[src/rtl/amdemod_seq.sv]
// amdemod_seq: iterative vectoring-mode CORDIC that turns I/Q samples into magnitude and phase (integer degrees).
// Define AMDEMOD_GAIN_COMP_EN to scale the magnitude by ~0.609 so the CORDIC gain is cancelled.
module amdemod_seq #(
    parameter int W    = 8,
    parameter int ITER = 4
) (
    input  logic                clk,
    input  logic                reset,
    input  logic                start,
    input  logic signed [W:0]   x_in,
    input  logic signed [W:0]   y_in,
    output logic                busy,
    output logic                done,
    output logic        [W:0]   r_out,
    output logic signed [W:0]   phi_out
);

    typedef enum logic {ST_IDLE, ST_ITER} state_t;

    localparam logic signed [W+2:0] R_MAX = {3'b000, {W{1'b1}}};
    localparam logic signed [W:0]   DEG90 = (W+1)'(90);

    state_t                state_q, state_d;
    logic signed [W+2:0]   x_q, x_d, y_q, y_d;
    logic signed [W:0]     z_q, z_d;
    logic        [2:0]     count_q, count_d;
    logic                  done_q, done_d;
    logic        [W:0]     r_q, r_d;
    logic signed [W:0]     phi_q, phi_d;

    logic signed [W+2:0]   x_ext, y_ext, x_sh, y_sh, x_nx, y_nx, mag;
    logic signed [W:0]     z_nx;
    logic        [W:0]     r_sat;

    function automatic logic signed [W:0] atan_deg(input logic [2:0] i);
        case (i)
            3'd0:    atan_deg = (W+1)'(45);
            3'd1:    atan_deg = (W+1)'(26);
            3'd2:    atan_deg = (W+1)'(14);
            3'd3:    atan_deg = (W+1)'(7);
            3'd4:    atan_deg = (W+1)'(4);
            3'd5:    atan_deg = (W+1)'(2);
            default: atan_deg = (W+1)'(1);
        endcase
    endfunction

    // Shared micro-rotation datapath; the sign of y picks the rotation direction.
    always_comb begin
        x_ext = {{2{x_in[W]}}, x_in};
        y_ext = {{2{y_in[W]}}, y_in};
        x_sh  = x_q >>> count_q;
        y_sh  = y_q >>> count_q;
        if (!y_q[W+2]) begin
            x_nx = x_q + y_sh;
            y_nx = y_q - x_sh;
            z_nx = z_q + atan_deg(count_q);
        end else begin
            x_nx = x_q - y_sh;
            y_nx = y_q + x_sh;
            z_nx = z_q - atan_deg(count_q);
        end
`ifdef AMDEMOD_GAIN_COMP_EN
        mag = (x_nx >>> 1) + (x_nx >>> 3) - (x_nx >>> 6);
`else
        mag = x_nx;
`endif
        r_sat = (mag > R_MAX) ? R_MAX[W:0] : mag[W:0];
    end

    always_comb begin
        state_d = state_q;
        x_d     = x_q;
        y_d     = y_q;
        z_d     = z_q;
        count_d = count_q;
        done_d  = 1'b0;
        r_d     = r_q;
        phi_d   = phi_q;
        case (state_q)
            ST_IDLE: begin
                if (start) begin
                    // Pre-rotate left-half-plane vectors by +/-90 so the iterations converge.
                    if (!x_in[W]) begin
                        x_d = x_ext;
                        y_d = y_ext;
                        z_d = '0;
                    end else if (!y_in[W]) begin
                        x_d = y_ext;
                        y_d = -x_ext;
                        z_d = DEG90;
                    end else begin
                        x_d = -y_ext;
                        y_d = x_ext;
                        z_d = -DEG90;
                    end
                    count_d = '0;
                    state_d = ST_ITER;
                end
            end
            ST_ITER: begin
                x_d     = x_nx;
                y_d     = y_nx;
                z_d     = z_nx;
                count_d = count_q + 3'd1;
                if (count_q == 3'(ITER - 1)) begin
                    r_d     = r_sat;
                    phi_d   = z_nx;
                    done_d  = 1'b1;
                    state_d = ST_IDLE;
                end
            end
            default: state_d = ST_IDLE;
        endcase
    end

    always_ff @(posedge clk) begin
        if (reset) begin
            state_q <= ST_IDLE;
            x_q     <= '0;
            y_q     <= '0;
            z_q     <= '0;
            count_q <= '0;
            done_q  <= 1'b0;
            r_q     <= '0;
            phi_q   <= '0;
        end else begin
            state_q <= state_d;
            x_q     <= x_d;
            y_q     <= y_d;
            z_q     <= z_d;
            count_q <= count_d;
            done_q  <= done_d;
            r_q     <= r_d;
            phi_q   <= phi_d;
        end
    end

    assign busy    = (state_q == ST_ITER);
    assign done    = done_q;
    assign r_out   = r_q;
    assign phi_out = phi_q;

endmodule

[config.mk]
export PLATFORM = sky130hd
export DESIGN_NAME = amdemod_seq
export DESIGN_NICKNAME = d
export VERILOG_FILES = /design/src/rtl/amdemod_seq.sv
export SDC_FILE = /design/constraint.sdc
export NUM_CORES = 1
export LEC_CHECK = 0
export CAP_MARGIN = 20
export CORE_MARGIN = 4
export CORE_UTILIZATION = 55
export DETAILED_ROUTE_END_ITERATION = 10
export PLACE_DENSITY_LB_ADDON = 0.15
export SLEW_MARGIN = 20
export SYNTH_ARGS = -nofsm -noshare
export SYNTH_HDL_FRONTEND = slang
export SYNTH_SLANG_ARGS = --single-unit
export TNS_END_PERCENT = 10
[constraint.sdc]
create_clock -name clk -period 11.7 [get_ports clk]
set_clock_uncertainty 0.15 [all_clocks]
set_input_delay 2.34 -clock clk [delete_from_list [all_inputs] [get_ports clk]]
set_output_delay 2.34 -clock clk [all_outputs]
set_load 0.005 [all_outputs]
==> flow_summary_export.csv <==
group,metric,value,unit
status,outcome,"finished clean",
drt,drt_iter0_drc,367,
floorplanning,die_y,107,um
global_routing,grt_usage,0.260,
placement,finalWeightedCongestion,0.897,
pwr,power.switching_fraction,0.494,
drt,via_count,5097,
worst_setup_path,rrSetupSlack,6690,ps
clock_network,numClockSinks,54,
pwr,clock_power_share,0.103,
clock_network,clock_tree.buffer_depth,2,
pwr,intPower,0.000753,W
worst_setup_path,cp_capture_type,"register",
yosys,synthTopCellsByArea,"sky130_fd_sc_hd__dfxtp_1, sky130_fd_sc_hd__ha_1, sky130_fd_sc_hd__a21oi_1",
yosys,post_synth_top_area_cell,"sky130_fd_sc_hd__dfxtp_1",
worst_setup_path,worst_ep_arrival_time,5180,ps
global_routing,grt-ovfl-total,0,
yosys,yosysSeqAreaShare,0.202,
final_layout,final_common_cell,"sky130_fd_sc_hd__nor2_1",
final_layout,final_design_area_no_fill,0.00589,mm2
worst_setup_path,worstRegToRegCells,16,
timing,timing.final.setup_violations,0,
pwr,power.static_leakage,2.32,nW
placement,io_buffer_count,40,
yosys,mappedNetlistNets,734,
worst_setup_path,regToRegStartpoint,"count_q[0]",
global_routing,grt_start_max_net_pins,57,
yosys,synth_area,0.00534,mm2
clock_network,cts_tree,"done",
floorplanning,die-area,0.0114,mm2
timing,layout_setup_ws,6570,ps
clock_network,clk_latency,310,ps
global_routing,global_route.usage.met2,0.423,
floorplanning,ioPinCount,41,
floorplanning,floorplan.die.width,107,um
timing,worst_hold_slack,309,ps
global_routing,number_of_antenna_violations_at_the_first_check_in_global_routing,0,
floorplanning,floorplan.rows,35,
placement,pre_cts_ws,6240,ps
yosys,synth.lib_cells_used.distinct,74,
min_path,worstHoldEndpoint,"phi_out[1]",
final_layout,layout.cells.most_common_list,"sky130_fd_sc_hd__nor2_1, sky130_fd_sc_hd__a21oi_1, sky130_fd_sc_hd__dfxtp_1, sky130_fd_sc_hd__nand2_1, sky130_fd_sc_hd__clkdlybuf4s50_1",
timing,fmax,195,MHz
global_routing,global_route_wire_length_before_repair,24300,um
min_path,min-delay-start,"phi_out[1]",
timing,finalCriticalPeriod,5130,ps
yosys,ys.warnings.count,0,
timing,timing_max_transition_violations_final,0,
timing,rsz0062_at_grt,"no",
clock_network,cts_setup_buffers,0,
yosys,synthCells,672,
min_path,min_path_cells,2,
clock_network,cts.htree.levels,2,
yosys,ys.flop_type,"sky130_fd_sc_hd__dfxtp_1",
drt,antenna_violating_nets_post_route,0,
pwr,power.net_switching,0.000736,W
global_routing,grt_most_used_layer,"met2",
clock_network,cts_hold_buffers,0,
clock_network,number_of_gates_resized_after_cts,0,
clock_network,cts_buffers,5,
final_layout,syn_to_final_growth,10.4,%
pwr,power_density,253,mW/mm2
final_layout,num-fill-cells,834,
worst_setup_path,cp_data_required_time,11740,ps
final_layout,antenna_cell_count,0,
yosys,post_synth.cell_area_avg,7.95,um2
timing,final-hold-violation-count,0,
timing,timing_worst_slew_pin_value,1030,ps
worst_setup_path,worstReg2RegEnd,"r_out[5]",
global_routing,gr-usage-met1,0.364,
flow_run,number_of_max_cap_violations,0,
drt,post_drt_via_cell_ratio,6.28,
clock_network,clock_root_buffer,"sky130_fd_sc_hd__clkbuf_8",
placement,placement.cell_area,0.00575,mm2
worst_setup_path,type_of_element_launching_the_critical_path,"primary input",
placement,place_hpwl,10800,um
pwr,combinationalPowerShare,0.713,
global_routing,met3_usage,0.0352,
clock_network,clk_slew_on_worst_s_h_paths,100,ps
final_layout,share_of_cells_above_drive_strength_1,0.0748,
drt,drc_errors,0,
floorplanning,start_util,0.573,
yosys,async_reset_ff_frac,0,
drt,drt_pass1_iterations,5,
drt,wirelength_routed,14400,um
timing,period_share,0.439,
drt,routed_wire_length_per_instance,17.8,um
floorplanning,core_region_area,0.00933,mm2
min_path,min-delay-path-class,"reg -> reg",
timing,maxSlewHeadroom,0.317,
yosys,share_of_the_synthesized_area_in_the_top_cell_type,0.202,
pwr,power.share.sequential,0.184,
timing,timing.setup.tns,0,ps
yosys,synth_enable_flop_cells,0,
pwr,irDropWorstVdd,0.000198,V
yosys,synth_seq_cells,54,
final_layout,finish.net_count,743,
worst_setup_path,timing_worst_setup_path_type,"in -> reg",
worst_setup_path,timing.critical_path.fanout_max,35,
global_routing,vias_in_the_first_global_route,4910,
==> metrics by stage <==
step           power [W]   util  cells
2_1_floorplan    0.00107      -    672
3_3_place_gp     0.00129  0.617    803
3_5_place_dp     0.00132  0.617    803
4_1_cts          0.00148  0.632    811
5_1_grt          0.00162  0.632    811
6_report         0.00149  0.632    811
==> logic make-up (layout without fill, tap and decap cells) <==
kind of cell | after synthesis | in the layout | synth area share
AOI/OAI and AO/OA | 202 | 202 | 0.254
xor gates and xnor gates | 51 | 51 | 0.0862
DFF | 54 | 54 | 0.202
buffers and inverters | 75 | 85 | 0.0583
adders and majority gates | 41 | 41 | 0.100
and+or+nand+nor | 204 | 204 | 0.184
muxes | 45 | 45 | 0.115
==> sequential cells by signal, indices dropped and copies added, names as in the netlist <==
register	cells
count_q	3
phi_out	9
r_out	9
z_q	9
busy	1
y_q	11
done	1
x_q	11
==> routing by layer <==
layer | vias to the layer above | wire length, um
met5 | - | 0
met4 | 0 | 248
met3 | 25 | 1000
met2 | 170 | 6710
met1 | 2421 | 6440
li1 | 2481 | -
==> power by group through the flow <==
stage                     Combinational (W)  Sequential (W)  Clock (W)
after global placement              0.00102        0.000275          0
final                               0.00106        0.000275   0.000153
after global routing                0.00118        0.000278   0.000163
after detailed placement            0.00104        0.000276          0
after CTS                           0.00105        0.000271   0.000155
after floorplan                    0.000821        0.000247          0
==> how the worst max path moves through the flow <==
stage / to / start
2_1_floorplan: r_out[0] / count_q[0]
3_3_place_gp: y_q[10] / start
3_5_place_dp: y_q[10] / start
4_1_cts: y_q[10] / start
5_1_grt: r_out[5] / count_q[0]
6_report: y_q[10] / start
==> critical path, stage by stage <==
cell and delay, ps:
sky130_fd_sc_hd__clkdlybuf4s50_1 920, sky130_fd_sc_hd__clkinv_1 980, sky130_fd_sc_hd__a21boi_0 430, sky130_fd_sc_hd__nor3_1 70, sky130_fd_sc_hd__or4_1 430
==> cell type report <==
class / instances / area, um2 / share of cell area
Sequential cell: 54 / 1080 / 0.183
Clock inverter: 2 / 60.1 / 0.0102
Multi-Input combinational cell: 543 / 3950 / 0.670
Inverter: 30 / 113 / 0.0191
Timing Repair Buffer: 47 / 448 / 0.0760
Clock buffer: 6 / 82.6 / 0.0140
Tap cell: 129 / 161 / 0.0274
==> cells in the mapped netlist, types with 16 or more instances <==
master                     count
sky130_fd_sc_hd__mux2i_1      23
sky130_fd_sc_hd__nor2_1       78
sky130_fd_sc_hd__inv_1        27
sky130_fd_sc_hd__a211oi_1     25
sky130_fd_sc_hd__xor2_1       21
sky130_fd_sc_hd__nand2_1      43
sky130_fd_sc_hd__nor3_1       16
sky130_fd_sc_hd__o21ai_0      25
sky130_fd_sc_hd__a21oi_1      66
sky130_fd_sc_hd__ha_1         38
sky130_fd_sc_hd__clkbuf_1     31
sky130_fd_sc_hd__xnor2_1      29
sky130_fd_sc_hd__dfxtp_1      54
(Power assumes the default switching activity.)
==> patch: new RTL, config.mk and constraints unchanged <==
Add a define of `AMDEMOD_GAIN_COMP_EN`.
--- a/src/rtl/amdemod_seq.sv
+++ b/src/rtl/amdemod_seq.sv
@@ -1,4 +1,6 @@
 // amdemod_seq: iterative vectoring-mode CORDIC that turns I/Q samples into magnitude and phase (integer degrees).
 // Define AMDEMOD_GAIN_COMP_EN to scale the magnitude by ~0.609 so the CORDIC gain is cancelled.
+`define AMDEMOD_GAIN_COMP_EN
+
 module amdemod_seq #(
     parameter int W    = 8,
Behaviour: not the same (a bounded check fails within 10 cycles, from zero or initial values and one cycle with reset high).
==> patch against the unedited design <==
- area after synthesis rose by 9.5%
- largest cell class unchanged
- sequential cell count did not move
- setup slack got worse by 2.5 ns
- wire length rose by 11%
- final cell count rose by 11%
- critical path type is now reg2reg
- first-iteration DRC count rose by 11%
- final area rose by 8.3%
Power is not shown: default switching activity piles up to over one toggle a cycle in this logic, so the estimate is an artifact.
==> patch: results (changes against the unedited design) <==
first-pass GRT wire length = 26.5 mm (+9.0%)
most frequent cells after synthesis = 100 x nor2_1, 70 x a21oi_1, 54 x dfxtp_1
Placed Instances = 894 (+11%)
total wire length = 16.0 mm (+11%)
GRT Resource Usage Total = 25.4% (-0.63 points)
met3 wire length = 874 um (-13%)
final net count = 843 (+13%)
Synth Instances = 760 (+13%)
hold endpoint = phi_out[6]
largest net degree at the start of global routing = 76 (+33%)
Worst-Margin Slew = 1.04 ns (+0.0195 ns)
die area = 12,300 um2 (+8.8%)
Crit-path slowest cell = mux4_2
initial drt markers = 407 (+11%)
sequential share of the synthesized area = 18.5% (-1.8 points)
family with the most delay on the worst path = simple AND/OR/NAND/NOR gates
Synth area leaders = dfxtp_1 18%, ha_1 11%, nor2_1 6.4%
vias in the first global route = 5,356 (+9.1%)
hold path start = phi_out[6]
DR vias/cell = 6.26 (-0.44%)
Synth cell types = 58 (-22%)
met2 Use GR = 43.9% (+1.5 points)
Placer Congestion = 0.989 (+10%)
fin cells = 902 (+11%)
met2 WL post-DR = 7.65 mm (+14%)
Worst Path Arrival = 7.67 ns (+2.49 ns)
FF-to-FF setup slack = 4.11 ns (-2.58 ns)
status = finished, final reports clean
GR Util met1 = 33.2% (-3.1 points)
R2R cell count = 26 (+10)
# fillers = 894 (+7.2%)
R2R Path End = r_out[2]
crit-path max FO = 32 (-8.6%)
grt met3 use = 3.49% (-0.028 points)
## patch: cell count changes in the layout (fill, tap and decap cells not counted), sizes merged, moves of 7 or more
cell    before  now
mux2        10    3
nand3       11    3
ha          38   51
xnor2       29   36
a211oi      25   42
inv         28   40
o32ai       10    3
nor3b        0    7
nor3        17   24
nor2        78  101
## patch: cells by family after synthesis
family | after synthesis | synth area share [%]
XOR/XNOR | 58 | 8.68
AND/OR/NAND/NOR | 240 | 19.3
buffers and inverters | 89 | 5.86
AO/OA/AOI/OAI | 224 | 25.5
adder cells (fa/ha/maj) | 57 | 13.0
flip-flops | 54 | 18.5
multiplexers | 38 | 9.13
## patch: worst max path at each step
stage                     depth (start not counted)        to  slack [ns]        from
after floorplan                                  29  r_out[6]        4.47  count_q[0]
after global placement                           26  r_out[8]        4.48  count_q[0]
after detailed placement                         26  r_out[2]        4.22  count_q[0]
after CTS                                        26  r_out[2]        4.18  count_q[0]
after global routing                             26  r_out[6]        3.43  count_q[1]
final                                            26  r_out[2]        4.11  count_q[0]
## patch: final cells by class
cell class	count	share of cell area [%]
multi-input combinational	617	69.3
sequential	54	16.9
timing repair buffer	49	7.25
tap	136	2.66
inverter	38	2.23
clock buffer	6	1.29
clock inverter	2	0.313
## patch: per-stage QoR
stage | hold slack (ns) | instance area [um2] | setup slack (ns) | utilization, %
global placement | 0.296 | 6280 | 4.48 | 60.9
CTS | 0.318 | 6390 | 4.18 | 61.9
global route | 0.330 | 6390 | 3.43 | 61.9
detailed placement | 0.299 | 6280 | 4.22 | 60.9
finish | 0.316 | 6390 | 4.11 | 61.9
floorplan | 0.303 | 5850 | 4.47 | -
